### config.mk
export PLATFORM = sky130hd
export DESIGN_NAME = systolic_result_drain
export DESIGN_NICKNAME = d
export VERILOG_FILES = /design/src/rtl/systolic_pkg.sv /design/src/rtl/drain_index_gen.sv /design/src/rtl/systolic_result_drain.sv
export SDC_FILE = /design/constraint.sdc
export NUM_CORES = 1
export LEC_CHECK = 0
export BUFFER_PORTS_ARGS = -buffer_cell sky130_fd_sc_hd__buf_2
export CAP_MARGIN = 5
export CORE_MARGIN = 2
export CORE_UTILIZATION = 50
export DETAILED_ROUTE_END_ITERATION = 6
export PLACE_DENSITY_LB_ADDON = 0.2
export SLEW_MARGIN = 5
export SYNTH_ARGS = -nofsm -noshare
export SYNTH_HDL_FRONTEND = slang
export SYNTH_SLANG_ARGS = --single-unit
export TNS_END_PERCENT = 5
### constraint.sdc
create_clock -name clk_i -period 2.58 [get_ports clk_i]
set_input_delay 0.645 -clock clk_i [delete_from_list [all_inputs] [get_ports clk_i]]
set_output_delay 0.645 -clock clk_i [all_outputs]
set_load 0.01 [all_outputs]
### src/rtl/systolic_pkg.sv
// Shared types and helpers for the systolic array result drain.
package systolic_pkg;

  typedef enum logic [2:0] {
    ST_IDLE,
    ST_WAIT_CPL,
    ST_SETTLE,
    ST_SELECT,
    ST_CAPTURE,
    ST_OUTPUT,
    ST_DONE
  } drain_state_e;

  function automatic int idx_w(input int n);
    return (n > 1) ? $clog2(n) : 1;
  endfunction

endpackage

### src/rtl/drain_index_gen.sv
// Walk position over the NxN PE grid: inner index steps by LANES, outer by 1.
module drain_index_gen
  import systolic_pkg::*;
#(
  parameter int N     = 32,
  parameter int LANES = 1
) (
  input  logic                clk_i,
  input  logic                rst_i,
  input  logic                clear_i,
  input  logic                col_major_i,
  input  logic                advance_i,
  output logic [idx_w(N)-1:0] row_o,
  output logic [idx_w(N)-1:0] col_o,
  output logic                last_o
);

  localparam int IW = idx_w(N);
  localparam logic [IW-1:0] INNER_LAST = IW'(N - LANES);
  localparam logic [IW-1:0] OUTER_LAST = IW'(N - 1);

  logic          mode_q, mode_d;
  logic [IW-1:0] inner_q, inner_d;
  logic [IW-1:0] outer_q, outer_d;

  always_comb begin
    mode_d  = mode_q;
    inner_d = inner_q;
    outer_d = outer_q;
    if (clear_i) begin
      mode_d  = col_major_i;
      inner_d = '0;
      outer_d = '0;
    end else if (advance_i) begin
      if (inner_q == INNER_LAST) begin
        inner_d = '0;
        outer_d = outer_q + IW'(1);
      end else begin
        inner_d = inner_q + IW'(LANES);
      end
    end
  end

  always_ff @(posedge clk_i or posedge rst_i) begin
    if (rst_i) begin
      mode_q  <= 1'b0;
      inner_q <= '0;
      outer_q <= '0;
    end else begin
      mode_q  <= mode_d;
      inner_q <= inner_d;
      outer_q <= outer_d;
    end
  end

  // Column-major walks down a column first, so the row is the inner index.
  assign row_o  = mode_q ? inner_q : outer_q;
  assign col_o  = mode_q ? outer_q : inner_q;
  assign last_o = (outer_q == OUTER_LAST) && (inner_q == INNER_LAST);

endmodule

### src/rtl/systolic_result_drain.sv
// Reads every PE accumulator after matrix-multiply-complete and streams the
// results out over valid/ready, LANES results per beat, with coordinates.
module systolic_result_drain
  import systolic_pkg::*;
#(
  parameter int N              = 32,
  parameter int DATA_WIDTH     = 32,
  parameter int LANES          = 1,
  parameter int SETTLE_CYCLES  = 10,
  parameter int TIMEOUT_CYCLES = 64
) (
  input  logic                        clk_i,
  input  logic                        rst_i,
  input  logic                        start_i,
  input  logic                        abort_i,
  input  logic                        col_major_i,
  input  logic                        mult_complete_i,
  output logic [idx_w(N)-1:0]         sel_row_o,
  output logic [idx_w(N)-1:0]         sel_col_o,
  output logic [LANES-1:0]            sel_o,
  input  logic [LANES-1:0]            acc_valid_i,
  input  logic [LANES*DATA_WIDTH-1:0] acc_data_i,
  output logic                        m_valid_o,
  input  logic                        m_ready_i,
  output logic [LANES*DATA_WIDTH-1:0] m_data_o,
  output logic [idx_w(N)-1:0]         m_row_o,
  output logic [idx_w(N)-1:0]         m_col_o,
  output logic                        m_last_o,
  output logic                        busy_o,
  output logic                        done_o,
  output logic                        timeout_err_o
);

  localparam int IW      = idx_w(N);
  localparam int CNT_MAX = (SETTLE_CYCLES > TIMEOUT_CYCLES) ? SETTLE_CYCLES : TIMEOUT_CYCLES;
  localparam int CW      = idx_w(CNT_MAX + 1);

  if (N % LANES != 0) begin : g_lane_check
    $error("systolic_result_drain: LANES must divide N");
  end

  drain_state_e                state_q, state_d;
  logic [CW-1:0]               cnt_q, cnt_d;
  logic [LANES-1:0]            sel_q, sel_d;
  logic [LANES*DATA_WIDTH-1:0] cap_q, cap_d;
  logic                        m_valid_q, m_valid_d;
  logic                        done_q, done_d;
  logic                        terr_q, terr_d;
  logic                        enter_select;
  logic                        idx_clear, idx_advance, idx_last;
  logic [IW-1:0]               idx_row, idx_col;
  logic [LANES-1:0]            lane_hit;

  for (genvar gi = 0; gi < LANES; gi++) begin : g_lane
    assign lane_hit[gi] = sel_q[gi] & acc_valid_i[gi];
  end

  drain_index_gen #(.N(N), .LANES(LANES)) u_index (
    .clk_i       (clk_i),
    .rst_i       (rst_i),
    .clear_i     (idx_clear),
    .col_major_i (col_major_i),
    .advance_i   (idx_advance),
    .row_o       (idx_row),
    .col_o       (idx_col),
    .last_o      (idx_last)
  );

  always_comb begin
    state_d      = state_q;
    cnt_d        = cnt_q;
    sel_d        = sel_q;
    cap_d        = cap_q;
    m_valid_d    = m_valid_q;
    done_d       = 1'b0;
    terr_d       = terr_q;
    enter_select = 1'b0;
    idx_clear    = 1'b0;
    idx_advance  = 1'b0;
    if (abort_i) begin
      state_d   = ST_IDLE;
      sel_d     = '0;
      m_valid_d = 1'b0;
    end else begin
      case (state_q)
        ST_IDLE: if (start_i) begin
          state_d   = ST_WAIT_CPL;
          terr_d    = 1'b0;
          idx_clear = 1'b1;
        end
        ST_WAIT_CPL: if (mult_complete_i) begin
          if (SETTLE_CYCLES == 0) enter_select = 1'b1;
          else begin
            state_d = ST_SETTLE;
            cnt_d   = '0;
          end
        end
        ST_SETTLE: begin
          if (cnt_q == CW'(SETTLE_CYCLES - 1)) enter_select = 1'b1;
          else cnt_d = cnt_q + CW'(1);
        end
        ST_SELECT: begin
          state_d = ST_CAPTURE;
          cnt_d   = '0;
        end
        ST_CAPTURE: begin
          // Each lane keeps only its first answer; its strobe drops once it has one.
          sel_d = sel_q & ~lane_hit;
          for (int k = 0; k < LANES; k++) begin
            if (lane_hit[k]) cap_d[k*DATA_WIDTH +: DATA_WIDTH] = acc_data_i[k*DATA_WIDTH +: DATA_WIDTH];
          end
          if (sel_d == '0) begin
            state_d   = ST_OUTPUT;
            m_valid_d = 1'b1;
          end else if (cnt_q == CW'(TIMEOUT_CYCLES - 1)) begin
            state_d   = ST_OUTPUT;
            sel_d     = '0;
            m_valid_d = 1'b1;
            terr_d    = 1'b1;
          end else begin
            cnt_d = cnt_q + CW'(1);
          end
        end
        ST_OUTPUT: if (m_ready_i) begin
          m_valid_d = 1'b0;
          if (idx_last) begin
            state_d = ST_DONE;
            done_d  = 1'b1;
          end else begin
            idx_advance  = 1'b1;
            enter_select = 1'b1;
          end
        end
        ST_DONE: state_d = ST_IDLE;
        default: state_d = ST_IDLE;
      endcase
      // Lanes that never answer before the timeout report zero.
      if (enter_select) begin
        state_d = ST_SELECT;
        sel_d   = '1;
        cap_d   = '0;
      end
    end
  end

  always_ff @(posedge clk_i or posedge rst_i) begin
    if (rst_i) begin
      state_q   <= ST_IDLE;
      cnt_q     <= '0;
      sel_q     <= '0;
      cap_q     <= '0;
      m_valid_q <= 1'b0;
      done_q    <= 1'b0;
      terr_q    <= 1'b0;
    end else begin
      state_q   <= state_d;
      cnt_q     <= cnt_d;
      sel_q     <= sel_d;
      cap_q     <= cap_d;
      m_valid_q <= m_valid_d;
      done_q    <= done_d;
      terr_q    <= terr_d;
    end
  end

  assign sel_row_o     = idx_row;
  assign sel_col_o     = idx_col;
  assign sel_o         = sel_q;
  assign m_valid_o     = m_valid_q;
  assign m_data_o      = cap_q;
  assign m_row_o       = idx_row;
  assign m_col_o       = idx_col;
  assign m_last_o      = idx_last & m_valid_q;
  assign busy_o        = (state_q != ST_IDLE);
  assign done_o        = done_q;
  assign timeout_err_o = terr_q;

endmodule

## Word level (Yosys, flattened, before mapping)

Index checks and enable logic that the tools add are counted.

| storage, ports and cells | value |
|---|---|
| register bits | 57 |
| output and inout bits | 58 |

| cells by class | value |
|---|---|
| add/sub/neg operators | 3 |
| multiplexer cells | 52 |
| bitwise operators | 5 |
| eq/ne operators | 23 |
| reduce and logical (&&, ||, !) cells | 17 |

Operators with widths:

| operator | count |
|---|---|
| $mux 32 | 3 |
| $mux 5 | 8 |
| $mux 7 | 4 |
| $pmux 7 s4 | 1 |
| $mux 1 | 24 |
| $mux 3 | 8 |
| $ne 4x4->1 const B | 5 |
| $pmux 3 s6 | 1 |
| $ne 2x2->1 const B | 6 |
| $reduce_and 6->1 | 2 |
| $add 5x1->5 const B | 2 |
| $eq 5x5->1 const B | 2 |
| $reduce_bool 2->1 | 5 |
| $reduce_bool 3->1 | 3 |
| $add 7x1->7 const B | 1 |
| $eq 7x4->1 const B | 1 |
| $eq 7x6->1 const B | 1 |
| $eq 3x2->1 const B | 2 |
| $eq 3x3->1 const B | 2 |
| $ne 3x3->1 const B | 2 |
| $pmux 1 s2 | 3 |
| $reduce_and 3->1 | 2 |
| $ne 5x5->1 const B | 1 |
| $reduce_and 5->1 | 1 |
| other kinds (7) | 10 |

## Depth between registers and ports, before layout

Gate-level depths: netlist (run 1).

| logic depth | value |
|---|---|
| depth after elaboration | 8 |
| depth in mapped cells | 8 |

## Modules after synthesis

Synthesis (run 1) repeated with hierarchy kept, for this count alone.

| second synthesis, totals | value |
|---|---|
| cell total of the unflattened synthesis | 323 |
| area total of the unflattened synthesis | 3295.7 um^2 |

Modules (own cells, without submodules):

| module | instances | cells an instance | area each (um^2) |
|---|---|---|---|
| systolic_result_drain | 1 | 255 | 2592.5 |
| drain_index_gen | 1 | 68 | 703.2 |

## Worst setup path before layout (run 1)

Ideal clock, no wire load.

| timing path | value |
|---|---|
| kind | flip-flop to output port |
| start point | register u_index.mode_q |
| end point | output port sel_row_o[0] |
| stages on the path, launching flop included | 4 |
| path slack | 707 ps |
| arrival time | 1228 ps |
| cells stage by stage | dfrtp_1 -> clkbuf_1 -> mux2_2 -> buf_4 |

| on the way | value |
|---|---|
| cells in the longest elaborated chain, start to end | 1 |

RTL lines:

| what | RTL line | text |
|---|---|---|
| from (decl) | drain_index_gen.sv:22 | `logic mode_q, mode_d;` |
| from (signal assigned) | drain_index_gen.sv:50 | `mode_q <= mode_d;` |
| $mux 5 | drain_index_gen.sv:57 | `assign row_o = mode_q ? inner_q : outer_q;` |
| to (decl) | systolic_result_drain.sv:18 | `output logic [idx_w(N)-1:0] sel_row_o,` |

Every way passes these cells.

## Worst setup path after layout (run 1)

| timing path | value |
|---|---|
| start point | register u_index.outer_q[0] |
| end point | output port m_last_o |

| on the way | value |
|---|---|
| cells in the longest elaborated chain, start to end | 3 |

RTL lines:

| what | RTL line | text |
|---|---|---|
| from (decl) | drain_index_gen.sv:24 | `logic [IW-1:0] outer_q, outer_d;` |
| from (signal assigned) | drain_index_gen.sv:52 | `outer_q <= outer_d;` |
| $eq 5x5->1 | drain_index_gen.sv:59 | `assign last_o = (outer_q == OUTER_LAST) && (inner_q == INNER_LAST);` |
| $logic_and 1x1->1 | drain_index_gen.sv:59 |  |
| $and 1x1->1 | systolic_result_drain.sv:173 | `assign m_last_o = idx_last & m_valid_q;` |
| to (decl) | systolic_result_drain.sv:28 | `output logic m_last_o,` |

Every way passes these cells.

==> results of run 1 <==
## worst paths after layout
path	from	end	slack, ns	cells after the start
max in group asynchronous	rst_i	state_q[0]	1.69	3
setup reg to reg	state_q[0]	cnt_q[5]	0.42	5
hold / removal	rst_i	m_data_o[28]	0.33	2
min in group clk_i	timeout_err_o	timeout_err_o	0.49	2
setup / recovery	u_index.outer_q[0]	m_last_o	0.25	5
hold reg to reg	timeout_err_o	timeout_err_o	0.49	2
## cell families after synthesis
kind of cell,share of synthesized area [%]
AOI/OAI and AO/OA,17.85
xor gates and xnor gates,1.870
adders and majority gates,2.671
buffers and inverters,6.678
DFF,50.76
muxes,3.740
and+or+nand+nor,16.43
## synth_stat cells, drive strengths merged (2+ instances only)
master	instances
a211o	2
a21o	3
a21oi	9
a22o	32
a31oi	2
and3	4
buf	17
clkbuf	6
dfrtp	57
ha	6
inv	8
mux2	9
nand2	19
nand2b	5
nand3	12
nor2	12
nor2b	2
nor3	7
nor3b	4
nor4b	3
o21ai	14
o31ai	3
or3	4
or4	3
xnor2	5
## state kept, by name, indices dropped and copies added (netlist names)
register / count
m_data_o: 32
cnt_q: 7
u_index.inner_q: 5
u_index.outer_q: 5
state_q: 3
done_o: 1
m_valid_o: 1
sel_o: 1
timeout_err_o: 1
u_index.mode_q: 1
## layer usage
metal | share of wire [%] | GRT usage (%) | up-vias | routed length (µm)
met4 | 1.3 | 8.793 | 0 | 80
met1 | 48 | 30.65 | 1088 | 2880
li1 | - | - | 1113 | -
met3 | 6.3 | 5.795 | 8 | 383
met2 | 45 | 30.68 | 83 | 2689
met5 | 0 | 0 | - | 0
## cell usage in the layout, fill, tap and decap left out, types with 2 or more instances in the layout
master | synthesis | routed
nor3_1 | 6 | 6
a21o_1 | 3 | 3
clkbuf_8 | 0 | 10
and3_1 | 4 | 4
nor2_1 | 11 | 10
buf_2 | 3 | 97
a31oi_1 | 2 | 2
o21ai_0 | 13 | 13
a22o_1 | 32 | 32
clkinv_2 | 0 | 4
nor4b_1 | 2 | 2
o31ai_1 | 3 | 3
nand2_1 | 19 | 19
a211o_1 | 2 | 2
buf_4 | 10 | 5
ha_1 | 6 | 6
inv_1 | 8 | 7
dfrtp_1 | 57 | 57
nor2b_1 | 2 | 2
mux2_2 | 8 | 8
nand3_1 | 11 | 11
xnor2_1 | 5 | 5
nor3b_1 | 3 | 3
or4_1 | 3 | 3
a21oi_1 | 9 | 9
or3_1 | 4 | 4
nor2_2 | 1 | 2
nand2b_1 | 5 | 5
## layout make-up
| cell class | count | area (µm²) |
|---|---|---|
| multi-input combinational | 171 | 1199 |
| inverter | 8 | 30.03 |
| timing repair buffer | 103 | 543.0 |
| fill | 508 | 1989 |
| clock inverter | 6 | 57.56 |
| tap | 72 | 90.09 |
| sequential | 57 | 1426 |
| clock buffer | 10 | 137.6 |
## power breakdown
part	internal, mW	switching [mW]	total, mW
Clock	0.464	0.357	0.822
Combinational	0.311	0.334	0.645
Sequential	0.972	0.149	1.12
Total	1.75	0.841	2.59
## through the flow
| stage | utilization, % | hold slack (ns) | power (mW) | worst slack [ns] | instance area [µm²] |
|---|---|---|---|---|---|
| 2_1_floorplan | - | 0.5099 | 1.627 | 0.5354 | 2810 |
| 3_3_place_gp | 60.08 | 0.4692 | 1.771 | 0.4469 | 3288 |
| 3_5_place_dp | 60.08 | 0.4766 | 1.786 | 0.4048 | 3288 |
| 4_1_cts | 63.65 | 0.3424 | 2.614 | 0.2365 | 3483 |
| 5_1_grt | 63.65 | 0.3651 | 2.748 | 0.1808 | 3483 |
| 6_report | 63.65 | 0.3333 | 2.587 | 0.2533 | 3483 |
==> flow_summary.toml, run 1 <==
[status]
status = "complete, no violations"

[setup_path]
cp_max_fo = 6
worstPathArrival_ns = 1.68
worst_setup_path_end_kind = "output pin"
path_delay_family = "flip-flops"
slowest_stage = "dfrtp_1"
crit_chain = "ha_1, and3_1, ha_1, and3_1, buf_2"
crit_buf_inv = 1
cp.required_ns = 1.93
cpPeakStageDelay_ns = 0.43
cp-start-kind = "register"
path_class = "register to output pin"

[synth]
yosys_warnings = 0
syn_inst = 259
synth_edf_count = 0
synth_nets = 305
ys_seq_area_share_pct = 50.76
synthTopCellsByArea = "dfrtp_1 51%, a22o_1 10%, mux2_2 3.2%"
synth_area_leader_cell = "dfrtp_1"
async_flop_share_pct = 100.0
syn_area_mm2 = 0.002810
synth.distinct_cells = 45
yosys_register_bits = 57
synth.avg_cell_area_um2 = 10.85
synth_ff_type = "dfrtp_1"
synth.top_cell.area_share_pct = 50.76

[routing]
wl_per_cell_um = 14.13
ant_nets = 0
viasPerCell = 5.368
dr.pass1.iters = 4
wirelength_um = 6034
drc = 0
dr.first_iter.drc_count = 137
vias = 2292

[clock_tree]
cts_max_level = 3
cts_hold_buf = 0
cts_sinks = 57
cts_resized = 0
post_cts_buffers = 0
clk_pin_slew_ns = 0.07
clockRootBuffer = "clkbuf_8"
clockBufferDepth = 2
cts_buffers = 9
insertion_delay_ns = 0.34
cts_tree = "done"

[cells_and_area]
syn_to_final_growth_pct = 23.95
stdcell_count = 427
layout-drive-gt1-share_pct = 38.59
nets = 396
antenna_cells = 0

[power_and_ir_drop]
p_per_area_mw_per_mm2 = 742.8
vdd_ir_drop_max_uv = 377.6
power.leakage_nw = 1.858

[die]
die_y_um = 78.97
dieArea_mm2 = 0.006236
ioPinCount = 98
dieWidth_um = 78.97
start_util_pct = 51.35
core-area_mm2 = 0.005473
row_count = 27

[placement]
dp_hpwl_um = 4292
gp_congestion = 0.9319
portBuffers = 97
numPlacedInstances = 411

[global_route]
first_global_vias = 2168
overflow = 0
grt_pass1_wl_um = 10330
grt_max_degree = 34
antenna_found_initial = 0
track_usage_pct = 21.37

[timing]
setup_viol = 0
final_max_slew_viol_count = 0
max-slew-margin-rel_pct = 65.62
worst_pin_slew_ns = 0.5149
fmax_mhz = 429.8
finalHoldViolations = 0
tns_ns = 0
rsz0062_at_grt = "false"
fin_skew_ns = 0.006567
min_period_ns = 2.327
finalCritPeriodShare_pct = 90.18

[flow_run]
cap_violations = 0

[worst_hold_path]
min_path_type = "input port to asynchronous set/reset pin"
(Power assumes the default switching activity.)
==> run 2: changes to the inputs <==
--- a/config.mk
+++ b/config.mk
@@ -8,7 +8,9 @@
 export BUFFER_PORTS_ARGS = -buffer_cell sky130_fd_sc_hd__buf_2
 export CAP_MARGIN = 5
 export CORE_MARGIN = 2
-export CORE_UTILIZATION = 50
+export CORE_UTILIZATION = 52
+export CTS_BUF_LIST = sky130_fd_sc_hd__clkbuf_8
+export CTS_CLUSTER_DIAMETER = 200
 export DETAILED_ROUTE_END_ITERATION = 6
 export PLACE_DENSITY_LB_ADDON = 0.2
 export SLEW_MARGIN = 5
==> run 2 against run 1 <==
  * Die area is 3.7% lower
  * Clock skew grew 0.0031 ns
  * Combinational power is 1% higher
  * Sequential share of layout area grew 0.16 points
  * Global-route usage up 0.91 points
  * Final area decreased by 0.40%
  * Core utilization increased by 3.4 points
  * Clock power is 3.2% lower
  * Critical path type unchanged
  * Highest routed layer unchanged
==> flow_summary.toml, run 2 (synthesis results as in run 1) <==
[status]
status = "complete, no violations"

[global_route]
grt_pass1_wl_um = 10670
overflow = 0
track_usage_pct = 22.27
first_global_vias = 2222
antenna_found_initial = 0
grt_max_degree = 33

[routing]
ant_nets = 0
dr.first_iter.drc_count = 83
dr.pass1.iters = 4
vias = 2306
wl_per_cell_um = 14.38
drc = 0
wirelength_um = 6127
viasPerCell = 5.413

[cells_and_area]
syn_to_final_growth_pct = 23.46
final_cell_mix = "97 x buf_2, 57 x dfrtp_1, 32 x a22o_1, 19 x nand2_1, 13 x o21ai_0"
nets = 397
antenna_cells = 0
largest_register_ffs = 32
layout-drive-gt1-share_pct = 37.92
final_common_cell = "buf_2"
fin_util_pct = 67.08

[worst_hold_path]
min_path_type = "input port to asynchronous set/reset pin"

[die]
die_y_um = 77.52
core-area_mm2 = 0.005172
start_util_pct = 54.33
dieArea_mm2 = 0.006009
row_count = 26
dieWidth_um = 77.52
ioPinCount = 98

[timing]
setup_viol = 0
worst_pin_slew_ns = 0.4484
final_max_slew_viol_count = 0
rsz0062_at_grt = "false"
finalCritPeriodShare_pct = 89.78
hold-worst-slack_ns = 0.3127
fin_skew_ns = 0.009704
finalHoldViolations = 0
tns_ns = 0
fmax_mhz = 431.7
max-slew-margin-rel_pct = 69.97
min_period_ns = 2.316

[clock_tree]
insertion_delay_ns = 0.32
clockRootBuffer = "clkbuf_8"
post_cts_buffers = 0
cts_buffers = 9
cts_hold_buf = 0
clk_pin_slew_ns = 0.07
cts_resized = 0
clockBufferDepth = 2
cts_tree = "done"
cts_max_level = 3
cts_sinks = 57

[setup_path]
path_class = "register to output pin"
cp_max_fo = 6
worstPathArrival_ns = 1.67
r2r-start = "cnt_q[1]"
cp-start-kind = "register"
cp.required_ns = 1.93
cp-startpoint = "u_index.outer_q[0]"
worst_setup_path_end_kind = "output pin"

[power_and_ir_drop]
vdd_ir_drop_max_uv = 413.7
power.leakage_nw = 1.866
p_per_area_mw_per_mm2 = 740.3
p_total_mw = 2.569

[placement]
dp_hpwl_um = 4367
gp_congestion = 0.9042
portBuffers = 97

[flow_run]
cap_violations = 0
run 2: through the flow:
stage	cell area [µm²]	setup slack, ns	cells
after global routing	3470	0.1443	426
after detailed placement	3281	0.3820	410
after CTS	3470	0.2301	426
after global placement	3281	0.4534	410
final	3470	0.2638	426
after floorplan	2810	0.5354	259
run 2: final timing paths:
check                                endpoint  cells after the start  slack (ns)
setup reg to reg                 m_data_o[24]                      8        0.43
max in group asynchronous         m_data_o[0]                      3        1.62
hold / removal             u_index.outer_q[2]                      2        0.31
min in group clk_i              timeout_err_o                      2        0.49
hold reg to reg                 timeout_err_o                      2        0.49
setup / recovery                     m_last_o                      5        0.26
run 2: power by group:
part | internal (mW) | switching (mW) | leakage (nW)
registers | 0.972 | 0.148 | 0.787
clock network | 0.458 | 0.338 | 0.110
logic | 0.311 | 0.342 | 0.969
run 2: layer usage:
layer / GRT usage [%] / routed length, µm
met2: 32.26 / 2761
met4: 9.464 / 74
met5: 0 / 0
met3: 5.465 / 376
met1: 31.97 / 2915
run 2: cell type report:
| cell class | instances | area [µm²] |
|---|---|---|
| Sequential cell | 57 | 1426 |
| Multi-Input combinational cell | 171 | 1199 |
| Timing Repair Buffer | 104 | 538.0 |
| Fill cell | 418 | 1703 |
| Clock inverter | 6 | 51.30 |
| Inverter | 8 | 30.03 |
| Clock buffer | 10 | 137.6 |
| Tap cell | 70 | 87.58 |
run 2: critical path, cell delays in order (launching register included):
cell and delay, ns:
dfrtp_1 0.43, ha_1 0.22, and3_1 0.19, ha_1 0.20, and3_1 0.18, buf_2 0.13
==> run 3: changes to the inputs <==
--- a/config.mk
+++ b/config.mk
@@ -12,6 +12,7 @@
 export CTS_BUF_LIST = sky130_fd_sc_hd__clkbuf_8
 export CTS_CLUSTER_DIAMETER = 200
 export DETAILED_ROUTE_END_ITERATION = 6
+export GPL_TIMING_DRIVEN = 0
 export PLACE_DENSITY_LB_ADDON = 0.2
 export SLEW_MARGIN = 5
 export SYNTH_ARGS = -nofsm -noshare
==> run 3 against run 2 <==
  * First-iteration DRC count grew 120%
  * Wire length grew 4.8%
  * Clock skew down 0.0039 ns
==> flow_summary.toml, run 3 (synthesis results as in run 1) <==
[cells_and_area]
finalInstanceArea_mm2 = 0.003622
antenna_cells = 0
final_cell_mix = "100 x buf_2, 57 x dfrtp_1, 32 x a22o_1, 19 x nand2_1, 13 x o21ai_0"
syn_to_final_growth_pct = 28.90
fin_util_pct = 70.03
nets = 413
largest_register_ffs = 32
final_common_cell = "buf_2"
final.fill_count = 394
layout-drive-gt1-share_pct = 38.98

[timing]
final_max_slew_viol_count = 0
finalCritPeriodShare_pct = 90.17
rsz0062_at_grt = "false"
finalHoldViolations = 0
max-slew-margin-rel_pct = 60.87
tns_ns = 0
fin_skew_ns = 0.005787
worst_pin_slew_ns = 0.5825
min_period_ns = 2.326
fmax_mhz = 429.9
setup_viol = 0

[global_route]
track_usage_pct = 23.32
antenna_found_initial = 0
grt_max_degree = 30
overflow = 0
first_global_vias = 2392
grt_pass1_wl_um = 11050

[placement]
gp_congestion = 0.9193
portBuffers = 97
dp_hpwl_um = 4621
placed_area_mm2 = 0.003403

[flow_run]
cap_violations = 0

[die]
core-area_mm2 = 0.005172
dieWidth_um = 77.52
ioPinCount = 98
start_util_pct = 54.33
die_y_um = 77.52
dieArea_mm2 = 0.006009
row_count = 26

[clock_tree]
cts_resized = 0
cts_sinks = 57
cts_buffers = 9
cts_tree = "done"
clk_pin_slew_ns = 0.06
post_cts_buffers = 0
clockRootBuffer = "clkbuf_8"
cts_max_level = 3
cts_hold_buf = 0
insertion_delay_ns = 0.33
clockBufferDepth = 2

[setup_path]
worstPathArrival_ns = 1.68
slowest_stage = "dfrtp_1"
path_delay_family = "flip-flops"
path_class = "register to output pin"
cp-start-kind = "register"
r2r-start = "cnt_q[1]"
cp_max_fo = 6
worst_setup_path_end_kind = "output pin"
crit_buf_inv = 1
cpPeakStageDelay_ns = 0.43
reg2regPathDepth = 8
reg2reg_slack_ns = 0.46
cp.required_ns = 1.93
worstReg2RegEnd = "m_data_o[27]"
crit_chain = "ha_1, and3_1, ha_1, and3_1, buf_2"

[routing]
vias = 2389
wl_per_cell_um = 14.52
dr.pass1.iters = 4
viasPerCell = 5.405
dr.first_iter.drc_count = 183
drc = 0
ant_nets = 0
wirelength_um = 6420

[status]
status = "complete, no violations"

[power_and_ir_drop]
p_per_area_mw_per_mm2 = 776.0
vdd_ir_drop_max_uv = 363.2
power.leakage_nw = 1.952

[worst_hold_path]
min_path_type = "input port to asynchronous set/reset pin"
[run 3: cell types whose count changed in the layout (fill, tap and decap cells not counted), sizes merged]
cell and change:
clkbuf +6, clkinv -2, buf +11, bufinv +1
[run 3: per-layer routing]
metal / wire length, µm / vias up / global-route usage [%]
li1: - / 1144 / -
met1: 2923 / 1148 / 30.79
met2: 2944 / 87 / 34.96
met3: 470 / 10 / 8.953
met4: 82 / 0 / 8.750
met5: 0 / - / 0
[run 3: worst register-to-register path: cells and delay by family, from the launching register on]
| kind | cells | cell delay (ns) |
|---|---|---|
| fa+ha+maj | 1 | 0.15 |
| buf+inv | 2 | 0.25 |
| simple gates | 2 | 0.50 |
| flops | 1 | 0.43 |
| compound gates | 3 | 0.69 |
[run 3: layout make-up]
| cell class | instances | area (µm²) | share of cell area (%) |
|---|---|---|---|
| clock buffers | 11 | 151.4 | 4.180 |
| well taps | 70 | 87.58 | 2.418 |
| repair buffers | 98 | 505.5 | 13.96 |
| flip-flops and latches | 57 | 1426 | 39.38 |
| clock inverters | 5 | 71.32 | 1.969 |
| multi-input cells | 171 | 1196 | 33.02 |
| plain buffers | 22 | 153.9 | 4.249 |
| inverters | 8 | 30.03 | 0.8290 |
[run 3: metrics by stage]
stage               hold WS (ns)  worst slack, ns  std cells  total power, mW
floorplan                 0.5099           0.5354        259            1.627
global placement          0.4594          -0.1345        426            1.877
detailed placement        0.4673           0.4754        427            1.897
CTS                       0.3834          0.09401        443            2.836
global route              0.4104           0.1556        442            2.982
finish                    0.3725           0.2536        442            2.811
[run 3: power by group]
group | switching, mW | internal, mW | leakage, nW | total (mW)
logic | 0.391 | 0.393 | 1.04 | 0.784
clock network | 0.343 | 0.586 | 0.123 | 0.930
registers | 0.125 | 0.972 | 0.787 | 1.10
[run 3: worst max path at each step]
stage,from,end,slack [ns],depth (start not counted)
final,u_index.outer_q[0],m_last_o,0.25,5
after global routing,u_index.outer_q[0],m_last_o,0.16,5
after CTS,u_index.mode_q,sel_col_o[0],0.09,4
after detailed placement,u_index.mode_q,sel_col_o[0],0.48,4
after global placement,rst_i,cnt_q[4],-0.13,2
after floorplan,rst_i,cnt_q[0],0.54,1
